$ cat config.mk
export PLATFORM = sky130hd
export DESIGN_NAME = moller_regs_axil_master
export DESIGN_NICKNAME = d
export VERILOG_FILES = /design/src/rtl/moller_regs_axil_master.sv
export SDC_FILE = /design/constraint.sdc
export NUM_CORES = 1
export LEC_CHECK = 0
export BUFFER_PORTS_ARGS = -buffer_cell sky130_fd_sc_hd__buf_4
export CAP_MARGIN = 20
export CORE_MARGIN = 8
export CORE_UTILIZATION = 40
export DETAILED_ROUTE_END_ITERATION = 7
export GPL_TIMING_DRIVEN = 0
export PLACE_DENSITY = 0.74
export SYNTH_ARGS = -nofsm -noshare
export SYNTH_HDL_FRONTEND = slang
export SYNTH_SLANG_ARGS = --single-unit
$ cat constraint.sdc
create_clock -name axi_aclk -period 4.1 [get_ports axi_aclk]
set_clock_uncertainty 0.15 [all_clocks]
set_input_delay 0.82 -clock axi_aclk [delete_from_list [all_inputs] [get_ports axi_aclk]]
set_output_delay 0.82 -clock axi_aclk [all_outputs]
set_load 0.01 [all_outputs]
$ cat src/rtl/moller_regs_axil_master.sv
// Command/response to single-beat AXI4-Lite initiator for the moller register map.
// Optional per-transaction slave timeout is enabled by defining MOLLER_AXIL_TIMEOUT_EN.
module moller_regs_axil_master #(
  parameter logic [31:0] BASEADDR       = 32'h8000_0000,
  parameter int unsigned RANGE_BYTES    = 276,
  parameter int unsigned TIMEOUT_CYCLES = 1024
) (
  input  logic        axi_aclk,
  input  logic        axi_aresetn,
  input  logic        cmd_valid,
  output logic        cmd_ready,
  input  logic        cmd_write,
  input  logic [31:0] cmd_addr,
  input  logic [31:0] cmd_wdata,
  output logic        rsp_valid,
  input  logic        rsp_ready,
  output logic [31:0] rsp_rdata,
  output logic [1:0]  rsp_err,
  output logic [31:0] m_axi_awaddr,
  output logic [2:0]  m_axi_awprot,
  output logic        m_axi_awvalid,
  input  logic        m_axi_awready,
  output logic [31:0] m_axi_wdata,
  output logic [3:0]  m_axi_wstrb,
  output logic        m_axi_wvalid,
  input  logic        m_axi_wready,
  input  logic [1:0]  m_axi_bresp,
  input  logic        m_axi_bvalid,
  output logic        m_axi_bready,
  output logic [31:0] m_axi_araddr,
  output logic [2:0]  m_axi_arprot,
  output logic        m_axi_arvalid,
  input  logic        m_axi_arready,
  input  logic [31:0] m_axi_rdata,
  input  logic [1:0]  m_axi_rresp,
  input  logic        m_axi_rvalid,
  output logic        m_axi_rready
);

  typedef enum logic [2:0] {IDLE, WR, WB, RA, RD, RESP} state_t;

  localparam logic [31:0] LAST_OFF = 32'(RANGE_BYTES - 4);
  localparam logic [31:0] TMO_LAST = 32'(TIMEOUT_CYCLES - 1);

  state_t      state_q, state_d;
  logic [31:0] addr_q, addr_d;
  logic [31:0] wdata_q, wdata_d;
  logic [31:0] rdata_q, rdata_d;
  logic [1:0]  err_q, err_d;
  logic        aw_done_q, aw_done_d;
  logic        w_done_q, w_done_d;
  logic        aw_hs, w_hs;
  logic        timeout;
  logic        unused_resp_lsb;

  // Only the error bit of BRESP/RRESP matters: SLVERR and DECERR map to the same code.
  assign unused_resp_lsb = ^{m_axi_bresp[0], m_axi_rresp[0]};

  assign cmd_ready     = (state_q == IDLE) && axi_aresetn;
  assign rsp_valid     = (state_q == RESP);
  assign rsp_rdata     = rdata_q;
  assign rsp_err       = err_q;
  assign m_axi_awaddr  = addr_q;
  assign m_axi_araddr  = addr_q;
  assign m_axi_wdata   = wdata_q;
  assign m_axi_wstrb   = 4'hF;
  assign m_axi_awprot  = 3'b000;
  assign m_axi_arprot  = 3'b000;
  assign m_axi_awvalid = (state_q == WR) && !aw_done_q;
  assign m_axi_wvalid  = (state_q == WR) && !w_done_q;
  assign m_axi_bready  = (state_q == WB);
  assign m_axi_arvalid = (state_q == RA);
  assign m_axi_rready  = (state_q == RD);

  assign aw_hs = m_axi_awvalid && m_axi_awready;
  assign w_hs  = m_axi_wvalid && m_axi_wready;

`ifdef MOLLER_AXIL_TIMEOUT_EN
  logic [31:0] tmo_cnt_q, tmo_cnt_d;
  logic        busy;

  assign busy    = (state_q == WR) || (state_q == WB) || (state_q == RA) || (state_q == RD);
  assign timeout = busy && (tmo_cnt_q == TMO_LAST);

  // Every bus phase is entered from IDLE, so clearing there clears on entry to WR/RA.
  always_comb begin
    tmo_cnt_d = 32'd0;
    if (busy) tmo_cnt_d = tmo_cnt_q + 32'd1;
  end

  always_ff @(posedge axi_aclk) begin
    if (!axi_aresetn) tmo_cnt_q <= 32'd0;
    else              tmo_cnt_q <= tmo_cnt_d;
  end
`else
  logic unused_tmo;
  assign timeout    = 1'b0;
  assign unused_tmo = ^TMO_LAST;
`endif

  always_comb begin
    state_d   = state_q;
    addr_d    = addr_q;
    wdata_d   = wdata_q;
    rdata_d   = rdata_q;
    err_d     = err_q;
    aw_done_d = aw_done_q;
    w_done_d  = w_done_q;
    case (state_q)
      IDLE: begin
        if (cmd_valid && cmd_ready) begin
          wdata_d   = cmd_wdata;
          rdata_d   = 32'd0;
          err_d     = 2'b00;
          aw_done_d = 1'b0;
          w_done_d  = 1'b0;
          if ((cmd_addr[1:0] != 2'b00) || (cmd_addr > LAST_OFF)) begin
            err_d   = 2'b10;
            state_d = RESP;
          end else begin
            addr_d  = BASEADDR + cmd_addr;
            state_d = cmd_write ? WR : RA;
          end
        end
      end
      WR: begin
        aw_done_d = aw_done_q || aw_hs;
        w_done_d  = w_done_q || w_hs;
        if (aw_done_d && w_done_d) state_d = WB;
      end
      WB: begin
        if (m_axi_bvalid) begin
          err_d   = m_axi_bresp[1] ? 2'b01 : 2'b00;
          state_d = RESP;
        end
      end
      RA: begin
        if (m_axi_arready) state_d = RD;
      end
      RD: begin
        if (m_axi_rvalid) begin
          rdata_d = m_axi_rresp[1] ? 32'd0 : m_axi_rdata;
          err_d   = m_axi_rresp[1] ? 2'b01 : 2'b00;
          state_d = RESP;
        end
      end
      RESP: begin
        if (rsp_ready) state_d = IDLE;
      end
      default: state_d = IDLE;
    endcase
    // A timeout wins over any handshake landing in the same cycle.
    if (timeout) begin
      state_d = RESP;
      err_d   = 2'b11;
      rdata_d = 32'd0;
    end
  end

  always_ff @(posedge axi_aclk) begin
    if (!axi_aresetn) begin
      state_q   <= IDLE;
      addr_q    <= 32'd0;
      wdata_q   <= 32'd0;
      rdata_q   <= 32'd0;
      err_q     <= 2'b00;
      aw_done_q <= 1'b0;
      w_done_q  <= 1'b0;
    end else begin
      state_q   <= state_d;
      addr_q    <= addr_d;
      wdata_q   <= wdata_d;
      rdata_q   <= rdata_d;
      err_q     <= err_d;
      aw_done_q <= aw_done_d;
      w_done_q  <= w_done_d;
    end
  end

endmodule

# Yosys cells after proc, flatten, opt, wreduce, memory -nomap -nowiden
# Cells that the tools add are included.
[word_totals]
latchBits = 0
ramBits = 0
rom_bits = 0
regBits = 103
memories = 0
[op_classes]
mux = 23
n_lt_le_gt_ge = 1
bitwise_logic = 1
shifts = 0
reduce_logical = 23
n_eq_ne = 11
div = 0
multipliers = 0
n_addsub = 1
[ops]
columns = ["operator", "n"]
rows = [
  ["two-way mux 32 bit", 3],
  ["one-hot mux 32 bit (2 select lines)", 1],
  ["adder 32 bit, first input constant", 1],
  ["greater-than comparator 32 x 9 -> 1 bit, second input constant", 1],
  ["two-way mux 3 bit", 7],
  ["one-hot mux 3 bit (6 select lines)", 1],
  ["two-way mux 2 bit", 5],
  ["!= test 2 x 1 -> 1 bit, second input constant", 4],
  ["logical AND 1 bit", 7],
  ["== test 3 x 2 -> 1 bit, second input constant", 2],
  ["== test 3 bit, second input constant", 2],
  ["one-hot mux 2 bit (3 select lines)", 1],
  ["AND reduction 3 bit", 2],
  ["AND reduction 6 bit", 1],
  ["nonzero test 2 bit", 3],
  ["!= test 2 bit, second input constant", 2],
  ["one-hot mux 1 bit (2 select lines)", 2],
  ["AND reduction 2 bit", 2],
  ["AND reduction 4 bit", 1],
  ["== test 3 x 1 -> 1 bit, second input constant", 1],
  ["zero test 3 bit", 1],
  ["logical OR 1 bit", 3],
  ["two-way mux 1 bit", 3],
  ["nonzero test 3 bit", 1],
  ["2 further kinds", 3],
]

# Depth between registers and ports, before layout
# Gate-level depths: netlist of run 1.
[logic_depth]
depth_word = 7
depth_mapped = 7
mapped_depth_nobuf = 4

# Worst setup path after synthesis of run 1
# OpenSTA, ideal clock, no wires.
[synth_path]
path_kind = "input -> output"
from = "input axi_aresetn"
to = "output cmd_ready"
path_slack_ns = 1.295
path_buffers = 3
path_stages = 4
arrival_ns = 1.835
cell_sequence = "clkbuf_1 buf_1 buf_1 and2_1"
[synth_between]
elab_chain_len = 1
[synth_rtl]
columns = ["element", "line", "text"]
rows = [
  ["from (decl)", "9", "input logic axi_aresetn,"],
  ["logical AND 1 bit", "59", "assign cmd_ready = (state_q == IDLE) && axi_aresetn;"],
  ["to (decl)", "11", "output logic cmd_ready,"],
]
# No other way between the ends.

# Worst setup path in the final report of run 1
# Ends and elaborated chain as after synthesis.

==> results of run 1 <==
per-layer routing:
metal / vias to the layer above / global-route usage [%]
met3: 30 / 8.615
li1: 2088 / -
met5: - / 0
met4: 0 / 8.617
met1: 1931 / 19.79
met2: 205 / 33.24
how the worst max path moves through the flow:
stage                start        end  slack, ns  cells after the start
6_report       axi_aresetn  cmd_ready       0.70                      5
5_1_grt        axi_aresetn  cmd_ready       0.50                      5
4_1_cts        axi_aresetn  cmd_ready       0.65                      5
3_5_place_dp   axi_aresetn  cmd_ready       0.67                      5
3_3_place_gp   axi_aresetn  cmd_ready       0.75                      5
2_1_floorplan  axi_aresetn  cmd_ready       1.29                      4
layout make-up:
cell class	instances	area, um^2
Fill cell	897	3836
Sequential cell	103	2062
Timing Repair Buffer	243	1824
Multi-Input combinational cell	313	1704
Buffer	75	465.4
Tap cell	136	170.2
Clock buffer	9	123.9
Clock inverter	7	87.58
Inverter	1	3.754
power breakdown:
group,internal [mW],switching [mW]
logic,0.374,0.472
registers,1.11,0.0701
clock network,0.297,0.376
total,1.78,0.918
flip-flops by register name (all words and copies together) (netlist names):
register and count:
state_q 3, m_axi_araddr 32, aw_done_q 1, rsp_err 2
m_axi_wdata 32, w_done_q 1, rsp_rdata 32
through the flow:
step	total power, mW	utilization, %	cells
2_1_floorplan	1.650	-	492
3_3_place_gp	2.027	60.62	871
3_5_place_dp	2.050	60.62	871
4_1_cts	2.721	62.67	887
5_1_grt	2.853	62.67	887
6_report	2.701	62.67	887
critical path: stages:
cell and delay (ns):
clkbuf_1 0.36, buf_1 0.44, buf_1 0.42, and2_1 0.24, buf_4 0.14
kinds of logic after synthesis:
| family | after synthesis | synth area share [%] |
|---|---|---|
| simple gates | 241 | 28.15 |
| flops | 103 | 49.03 |
| buf+inv | 76 | 11.16 |
| compound gates | 56 | 10.06 |
| mux | 6 | 1.428 |
| other cells | 2 | 0.1786 |
synthesized netlist by cell type (2+ instances only):
master | n | area, um^2
buf_1 | 4 | 15.01
a21oi_1 | 3 | 15.01
buf_4 | 42 | 315.3
nor2_1 | 8 | 30.03
a32oi_1 | 2 | 17.52
clkbuf_1 | 18 | 67.56
a21boi_1 | 33 | 247.7
mux2i_1 | 6 | 60.06
dfxtp_1 | 103 | 2062
and2_1 | 27 | 168.9
conb_1 | 2 | 7.510
o211a_1 | 3 | 30.03
buf_2 | 9 | 45.04
nand2_1 | 113 | 424.2
and3b_1 | 3 | 26.28
nor3b_1 | 2 | 15.01
a31oi_1 | 2 | 12.51
nand3_1 | 68 | 340.3
nor4_2 | 3 | 37.54
nor4_1 | 4 | 25.02
buf_6 | 2 | 22.52
o21a_1 | 2 | 15.01
nor3_1 | 4 | 20.02
==> results by stage, run 1 <==
Floorplan:
- In this run the horizontal extent of the chip is 118.5 um.
- During I/O placement, the number of pins put on the boundary was 257.
- The site row count is 37.
- The die covers 14,050 um^2.
- In this run the vertical extent of the chip is 118.5 um.
- The core region is 10,280 um^2.
- For this configuration, the core starts out at a cell density of 40.92%.

Placed design:
- The placed wire-length estimate after detailed placement is 11,530 um.
- The pre-CTS setup slack is 0.6684 ns.
- Summing all placed instances gives a cell area of 6230 um^2.
- At the end of routability-driven placement, the weighted congestion stood at 0.8516.
- The count of input and output buffers is 243.

Synth:
- The synthesized netlist occupies a cell area of 4205 um^2.
- The number of distinct standard cells referenced by the synthesized netlist is 44.
- Sequential cells were found to cover 49.03% of the synthesized design area.
- Counting flops and latches in the post-synthesis netlist gives 103.
- The synthesized netlist cell count is 484.
- The mean post-synth cell area is 8.689 um^2.
- The Yosys step of the flow raised 0 warnings.
- The most used flip-flop cell after synthesis is dfxtp_1.
- Counting flops with a built-in enable in the synthesized netlist gives 0.
- The proportion of synthesized flip-flops having asynchronous set or reset is 0%.

Worst setup path:
- The beginning of the worst register-to-register path is state_q[0]$_SDFFE_PN0P_.
- STA classifies the critical path startpoint as a primary input.
- The biggest fanout along the worst timing path is 10.
- The data arrival time of the critical path is 2.43 ns.
- By startpoint and endpoint, the worst setup path is classified as in -> out.
- The endpoint of the worst-slack reg-to-reg timing path is rsp_rdata[29]$_SDFFE_PN0P_.
- The worst setup path is captured at an output port.
- For the worst setup path, the data required time is 3.13 ns.
- The worst-case reg-to-reg path depth is 6.
- For flop-to-flop paths, the worst setup slack is 2.05 ns.

Clock network:
- The number of CTS-inserted buffers is 9.
- The H-tree was split into 3 levels.
- The TritonCTS clock tree is done.
- In this run, post-CTS hold repair placed 0 buffers.
- The clock passes through at most 2 buffers.
- The post-CTS setup-driven buffer insertion count is 0.
- The total of cells resized after clock tree synthesis is 0.
- The clock transition time at the flip-flop clock pins of the worst setup and hold paths is 0.10 ns.
- CTS saw 103 sinks.
- Clock latency on the worst-skew pair, taken at its later pin, is 0.36 ns.
- The cell sitting at the root of the clock tree is a clkbuf_8.

Finish:
- The number of diodes added for antenna fixing is 0.
- The layout-stage area growth over the synthesis result is 53.17%.
- In the final design database the tool counted 856 nets.
- In the layout the commonest cells are 285 x buf_4, 113 x nand2_1, 103 x dfxtp_1.
- The most frequent standard cell in the layout excluding fill and tap cells is buf_4.
- Cells with a size suffix above 1 make up 42.48% of the layout.
- The final instance area is 6441 um^2.

Min path:
- The worst hold path begins at rsp_rdata[25]$_SDFFE_PN0P_.
- The worst hold path passes through 2 cells.
- The end point of the most critical hold path is rsp_rdata[25]$_SDFFE_PN0P_.
- The class of the tightest hold or removal check is reg -> reg.

Drt:
- The highest metal layer with signal wires is met4.
- The via count is 4,254.
- The remaining antenna violation count after routing is 0.
- The length of routed met2 wiring is 6824 um.
- The routed design has 14,130 um of wire.
- For this block, the initial DRC count from the detailed router was 221.
- The mean number of vias per cell is 4.796.
- The residual DRC count is 0.
- The wire length on met1 is 5402 um.
- The detailed-route wire length per cell is 15.93 um.
- The first TritonRoute pass finished after 4 iterations.
- The met3 wirelength from detailed routing is 1475 um.

Timing:
- The setup TNS is 0 ns.
- Final hold analysis gives a worst-case slack of 0.3082 ns.
- Setup repair after global routing left no endpoint under its margin.
- Headroom to the max-slew limit came out at 59.19%.
- The slew at the pin closest to its max-slew limit is 0.6076 ns.
- The final number of hold-violating endpoints came to 0.
- The number of max-slew violations in the final report is 0.
- Counting I/O delays and the setup requirement, the final critical path takes 3.404 ns.
- The final setup violation count is 0.
- The final worst setup slack is 0.6964 ns.
- The maximum clock rate is 293.8 MHz.
- Dividing the final minimum period by the clock period gives 83.02%.

GRT:
- The first global-routing pass estimated 22,180 um of wire.
- Entering global routing, the biggest net connects 20 pins.
- The number of antenna violations at the first check in global routing is 0.
- The number of global-route vias before repair came to 4,490.
- For this run, the total global-route usage over all layers was measured as 19.27%.
- After global routing the overflow that remains totals 0.

Job:
- Max-cap violations in this run came to 0.

Power:
- Across the VDD grid, the largest voltage drop is 0.2131 mV.
- The power density relative to cell area is 419.3 nW/um^2.
- For this design the static power due to leakage is 3.203 nW.

Run status:
- The flow ran to the end, and the final reports show no timing, DRC or antenna violations.
No activity file was read; power rests on OpenSTA's default activity.
==> inputs of run 2 (changes only) <==
Clock period 4.1 ns to 3.22 ns, I/O delays scaled along.
==> run 2 against run 1 <==
Largest cell class unchanged. Setup slack lost 0.40 ns. Non-clock buffer count is the same. Count of clock-buffer cells in the layout is the same. Register-to-register slack lost 0.88 ns.
==> results by stage, run 2 (same netlist as run 1, synthesis figures left out) <==
Floorplan:
- The site row count came to 37 (unchanged).
- The number of I/O pins is 257 (unchanged).
- The area of the die was 14,050 um^2 (unchanged).
- The effective utilization at floorplan is 40.92% (unchanged).
- The core outline area is 10,280 um^2 (unchanged).
- The overall die height is 118.5 um (unchanged).
- The width of the die came to 118.5 um (unchanged).

Drt:
- The via count is 4,254 (unchanged).
- The residual DRC count is 0 (unchanged).
- The detailed router's first-iteration violation count is 221 (unchanged).
- The detailed-route wire length per cell was 15.92 um (was 15.93 um).
- The remaining antenna violation count after routing is 0 (unchanged).
- The first-pass iteration count of the detailed router is 4 (unchanged).
- The mean number of vias per cell came to 4.796 (unchanged).
- The final wirelength is 14,120 um (was 14,130 um).

Finish:
- Leading cell types in the layout, fill and taps excluded: 285 x buf_4, 113 x nand2_1, 103 x dfxtp_1 (unchanged).
- The number of diodes added for antenna fixing was 0 (unchanged).
- The layout-stage area growth over the synthesis result is 53.20% (was 53.17%).
- The fraction of layout instances using a drive strength above 1 is 42.61% (was 42.48%).
- The most frequent standard cell in the layout excluding fill and tap cells is buf_4 (unchanged).
- The final net count is 856 (unchanged).

Placed design:
- The placed wire-length estimate after detailed placement was 11,530 um (unchanged).
- The routability-driven placement congestion ratio is 0.8516 (unchanged).
- The count of input and output buffers is 243 (unchanged).

Clock network:
- The clock transition time at the flip-flop clock pins of the worst setup and hold paths is 0.11 ns (was 0.10 ns).
- The TritonCTS clock tree is done (unchanged).
- The count of clock tree sinks was 103 (unchanged).
- The clock insertion delay at the later pin of the skew report is 0.36 ns (about the same).
- The H-tree depth is 3 (unchanged).
- The number of buffers on the longest clock path is 2 (unchanged).
- The number of CTS-inserted buffers is 9 (unchanged).
- The root cell of the clock tree is clkbuf_8 (unchanged).

Worst setup path:
- The critical-path cell with the highest stage delay was buf_1 (unchanged).
- The start-to-end type of the worst setup path is in -> out (unchanged).
- The delay of the slowest cell on the worst path is 0.40 ns (was 0.44 ns).
- The data arrival time of the critical path is 2.13 ns (was 2.43 ns).
- The endpoint type of the worst setup path is an output port (unchanged).
- The critical path startpoint category was a primary input (unchanged).
- The biggest fanout along the worst timing path is 10 (unchanged).
- The data required time at the worst endpoint is 2.43 ns (was 3.13 ns).
- List of cells traversed by the critical path: clkbuf_1 > clkbuf_2 > buf_1 > and2_1 > buf_4 (was clkbuf_1 > buf_1 > buf_1 > and2_1 > buf_4).

Power:
- The cell leakage power was 3.206 nW (was 3.203 nW).
- The overall power is 3.439 mW (was 2.701 mW).
- The power density relative to cell area is 533.9 nW/um^2 (was 419.3 nW/um^2).
- The maximum vdd ir drop is 0.2713 mV (was 0.2131 mV).

Timing:
- Subtracting the final worst setup slack from the clock period gives 2.922 ns.
- The final setup violation count was 0 (unchanged).
- The slew at the pin closest to its max-slew limit came to 0.6076 ns (unchanged).
- The final number of hold-violating endpoints is 0 (unchanged).
- The number of max-slew violations in the final report is 0 (unchanged).
- The post-route clock period utilization is 90.73%.
- The setup TNS is 0 ns (unchanged).
- The headroom to the max-slew limit came to 59.19% (unchanged).
- RSZ-0062 raised after global routing: no (unchanged).
- Based on the critical path, the design can be clocked at up to 342.3 MHz.

Min path:
- The class of the tightest hold or removal check is in -> reg (was reg -> reg).

GRT:
- The number of global-route vias before repair is 4,490 (unchanged).
- The total congestion overflow is 0 (unchanged).
- The maximum number of pins on one net before global-route repair is 20 (unchanged).
- The first-pass GRT wire length is 22,180 um (unchanged).
- The number of antenna violations at the first check in global routing came to 0 (unchanged).
- The total track usage was 19.27% (unchanged).

Run status:
- Outcome: finished, final reports clean (unchanged).

Job:
- The total of max-cap violations came to 0 (unchanged).
==> run 2: per-layer routing <==
metal | GRT usage (%) | vias up | share of wire (%)
met3 | 8.615 | 30 | 11
met5 | 0 | - | 0
li1 | - | 2088 | -
met4 | 8.617 | 0 | 3.0
met2 | 33.24 | 210 | 48
met1 | 19.79 | 1926 | 38
==> run 2: area by class of cell <==
| class | instances | area (um^2) |
|---|---|---|
| fillers | 896 | 3835 |
| flip-flops and latches | 103 | 2062 |
| inverters | 1 | 3.754 |
| clock inverters | 7 | 87.58 |
| repair buffers | 243 | 1824 |
| multi-input cells | 313 | 1704 |
| plain buffers | 75 | 466.7 |
| well taps | 136 | 170.2 |
| clock buffers | 9 | 123.9 |
==> run 2: repair_timing <==
item,in CTS,in global routing
setup buffers,0,0
gates resized for setup,0,1
hold buffers,0,0
setup endpoints to repair,0,1
==> run 2: worst max-delay path, delay by kind of cell <==
family	cells	cell delay [ns]
buf+inv	4	1.23
simple gates	1	0.24
==> run 2: path summary, 6_finish.rpt <==
check	startpoint	end	slack, ns	cells after the start
hold reg to reg	rsp_rdata[25]$_SDFFE_PN0P_	rsp_rdata[25]$_SDFFE_PN0P_	0.31	2
setup / recovery	axi_aresetn	cmd_ready	0.30	5
setup reg to reg	state_q[0]$_SDFFE_PN0P_	rsp_rdata[29]$_SDFFE_PN0P_	1.17	6
hold / removal	cmd_wdata[23]	m_axi_wdata[23]$_SDFFE_PN0P_	0.30	3
==> run 2: metrics by stage <==
stage	util (%)	setup slack, ns	hold WS [ns]	area, um^2	cells
floorplan	-	0.7668	0.3098	4235	492
global placement	60.62	0.2227	0.2893	6230	871
detailed placement	60.62	0.1404	0.2950	6230	871
CTS	62.67	0.1270	0.2871	6441	887
global route	62.69	0.1194	0.2844	6442	887
finish	62.69	0.2984	0.3026	6442	887
==> run 2: power by group <==
part / total [mW] / switching [mW] / internal, mW
clock: 0.857 / 0.479 / 0.378
combinational: 1.08 / 0.601 / 0.477
sequential: 1.50 / 0.0894 / 1.42
total: 3.44 / 1.17 / 2.27
==> inputs of run 3 (changes only) <==
Settings changed: BUFFER_PORTS_ARGS -buffer_cell sky130_fd_sc_hd__buf_4 to -buffer_cell sky130_fd_sc_hd__buf_2, CORE_UTILIZATION 40 to 43, PLACE_DENSITY 0.74 to 0.79.
==> run 3 against run 2 <==
Final area shrank 9.6%. Clock power shrank 3.9%. Total power shrank 4.5%. Die area shrank 6.1%. Largest power group unchanged. Sequential share of layout area grew 3.4 points. Sequential power is essentially flat. Combinational power shrank 11%. Utilization shrank 2.3 points. Largest cell class is now flip-flops and latches. Non-clock buffer count is the same. Cell count shrank 0.23%. Maximum frequency shrank 3.3%.
==> results by stage, run 3 (same netlist as run 1, synthesis figures left out) <==
Worst setup path:
- The critical path startpoint category is a primary input (unchanged).
- The biggest fanout along the worst timing path is 10 (unchanged).
- The start-to-end type of the worst setup path is in -> out (unchanged).
- The data arrival time of the critical path is 2.23 ns (was 2.13 ns).
- The data required time at the worst endpoint is 2.43 ns (about the same).
- The endpoint type of the worst setup path is an output port (unchanged).

Timing:
- The setup TNS came to 0 ns (unchanged).
- The slew at the pin closest to its max-slew limit was 0.6204 ns (was 0.6076 ns).
- The final number of hold-violating endpoints came to 0 (unchanged).
- The final worst setup slack is 0.1983 ns (was 0.2984 ns).
- The final setup violation count is 0 (unchanged).
- RSZ-0062 raised after global routing: no (unchanged).
- The number of max-slew violations in the final report is 0 (unchanged).
- The maximum clock rate was 330.9 MHz (was 342.3 MHz).
- The final period demand of the worst path is 3.022 ns (was 2.922 ns).
- The headroom to the max-slew limit came to 58.33% (was 59.19%).
- The post-route clock period utilization is 93.84% (was 90.73%).

Floorplan:
- The site row count is 36 (was 37).
- The area of the die is 13,200 um^2 (was 14,050 um^2).
- The number of I/O pins is 257 (unchanged).
- The width of the die is 114.9 um (was 118.5 um).
- The core outline area came to 9639 um^2 (was 10,280 um^2).
- The effective utilization at floorplan is 43.63% (was 40.92%).
- The overall die height came to 114.9 um (was 118.5 um).

GRT:
- The maximum number of pins on one net before global-route repair is 19 (was 20).
- The total congestion overflow is 0 (unchanged).
- The total track usage is 20.15% (was 19.27%).
- The number of global-route vias before repair was 4,369 (was 4,490).
- The number of antenna violations at the first check in global routing is 1 (was 0).
- The first-pass GRT wire length is 21,130 um (was 22,180 um).

Clock network:
- The number of buffers on the longest clock path is 2 (unchanged).
- The clock insertion delay at the later pin of the skew report is 0.36 ns (about the same).
- The count of clock tree sinks is 103 (unchanged).
- The total of cells resized after clock tree synthesis is 0 (unchanged).
- The root cell of the clock tree is clkbuf_8 (unchanged).
- The number of hold buffers added after cts is 0 (unchanged).
- The TritonCTS clock tree was done (unchanged).
- The H-tree depth is 3 (unchanged).
- The clock transition time at the flip-flop clock pins of the worst setup and hold paths is 0.09 ns (was 0.11 ns).
- The number of CTS-inserted buffers is 9 (unchanged).
- The post-CTS setup-driven buffer insertion count came to 0 (unchanged).

Finish:
- The final core area utilization was 60.40% (was 62.69%).
- The layout-stage area growth over the synthesis result is 38.44% (was 53.20%).
- The most frequent standard cell in the layout excluding fill and tap cells is buf_2 (was buf_4).
- The final net count is 856 (unchanged).
- The number of non-filler instances in the completed layout is 885 (was 887).
- Leading cell types in the layout, fill and taps excluded: 252 x buf_2, 113 x nand2_1, 103 x dfxtp_1 (was 285 x buf_4, 113 x nand2_1, 103 x dfxtp_1).
- The fraction of layout instances using a drive strength above 1 is 42.48% (was 42.61%).

Placed design:
- The count of input and output buffers was 243 (unchanged).
- The pre-CTS setup slack is 0.1903 ns (was 0.1404 ns).
- The cell count after placement is 868 (was 871).
- The placed wire-length estimate after detailed placement is 11,150 um (was 11,530 um).
- The routability-driven placement congestion ratio is 0.8812 (was 0.8516).

Drt:
- The first-pass iteration count of the detailed router is 5 (was 4).
- The final wirelength was 13,600 um (was 14,120 um).
- The detailed router's first-iteration violation count is 177 (was 221).
- The detailed-route wire length per cell came to 15.36 um (was 15.92 um).
- The residual DRC count is 0 (unchanged).
- The via count came to 4,207 (was 4,254).
- The remaining antenna violation count after routing came to 0 (unchanged).
- The mean number of vias per cell is 4.754 (was 4.796).

Min path:
- The class of the tightest hold or removal check is reg -> reg (was in -> reg).

Power:
- The cell leakage power came to 3.113 nW (was 3.206 nW).
- The maximum vdd ir drop is 0.3389 mV (was 0.2713 mV).
- The power density relative to cell area is 564.1 nW/um^2 (was 533.9 nW/um^2).

Job:
- The total of max-cap violations is 0 (unchanged).

Run status:
- Outcome: finished, final reports clean (unchanged).
[run 3: through the flow]
step	area [um^2]	hold slack [ns]	power, mW
final	5822	0.3013	3.284
after global routing	5822	0.2807	3.491
after detailed placement	5618	0.2883	2.486
after global placement	5618	0.2847	2.452
after CTS	5819	0.2894	3.310
after floorplan	4235	0.3098	2.101
[run 3: power by group]
group	switching (mW)	internal, mW	total (mW)
Combinational	0.596	0.365	0.961
Clock	0.456	0.368	0.824
Sequential	0.0843	1.41	1.50
[run 3: final cells by class]
type	count	area, um^2
fillers	897	3817
flip-flops and latches	103	2062
multi-input cells	313	1704
repair buffers	243	1216
plain buffers	75	465.4
well taps	133	166.4
clock buffers	9	123.9
clock inverters	7	77.57
inverters	1	3.754
diodes	1	2.502
[run 3: path summary, 6_finish.rpt]
path	start	endpoint	slack [ns]	cells after the start
max	axi_aresetn	cmd_ready	0.20	5
min reg2reg	rsp_rdata[5]$_SDFFE_PN0P_	rsp_rdata[5]$_SDFFE_PN0P_	0.30	2
max reg2reg	state_q[1]$_SDFFE_PN0P_	m_axi_araddr[3]$_SDFFE_PN0P_	1.12	5
min	rsp_rdata[5]$_SDFFE_PN0P_	rsp_rdata[5]$_SDFFE_PN0P_	0.30	2
[run 3: per-layer routing]
layer / vias up / global-route usage, % / wire, um
li1: 2089 / - / -
met1: 1918 / 19.94 / 5098
met2: 176 / 36.79 / 6809
met3: 24 / 7.668 / 1359
met4: 0 / 8.669 / 327
met5: - / 0 / 0
[run 3: critical path: stages]
cell	delay (ns)
clkbuf_1	0.35
buf_1	0.43
buf_1	0.45
and2_1	0.20
buf_2	0.14
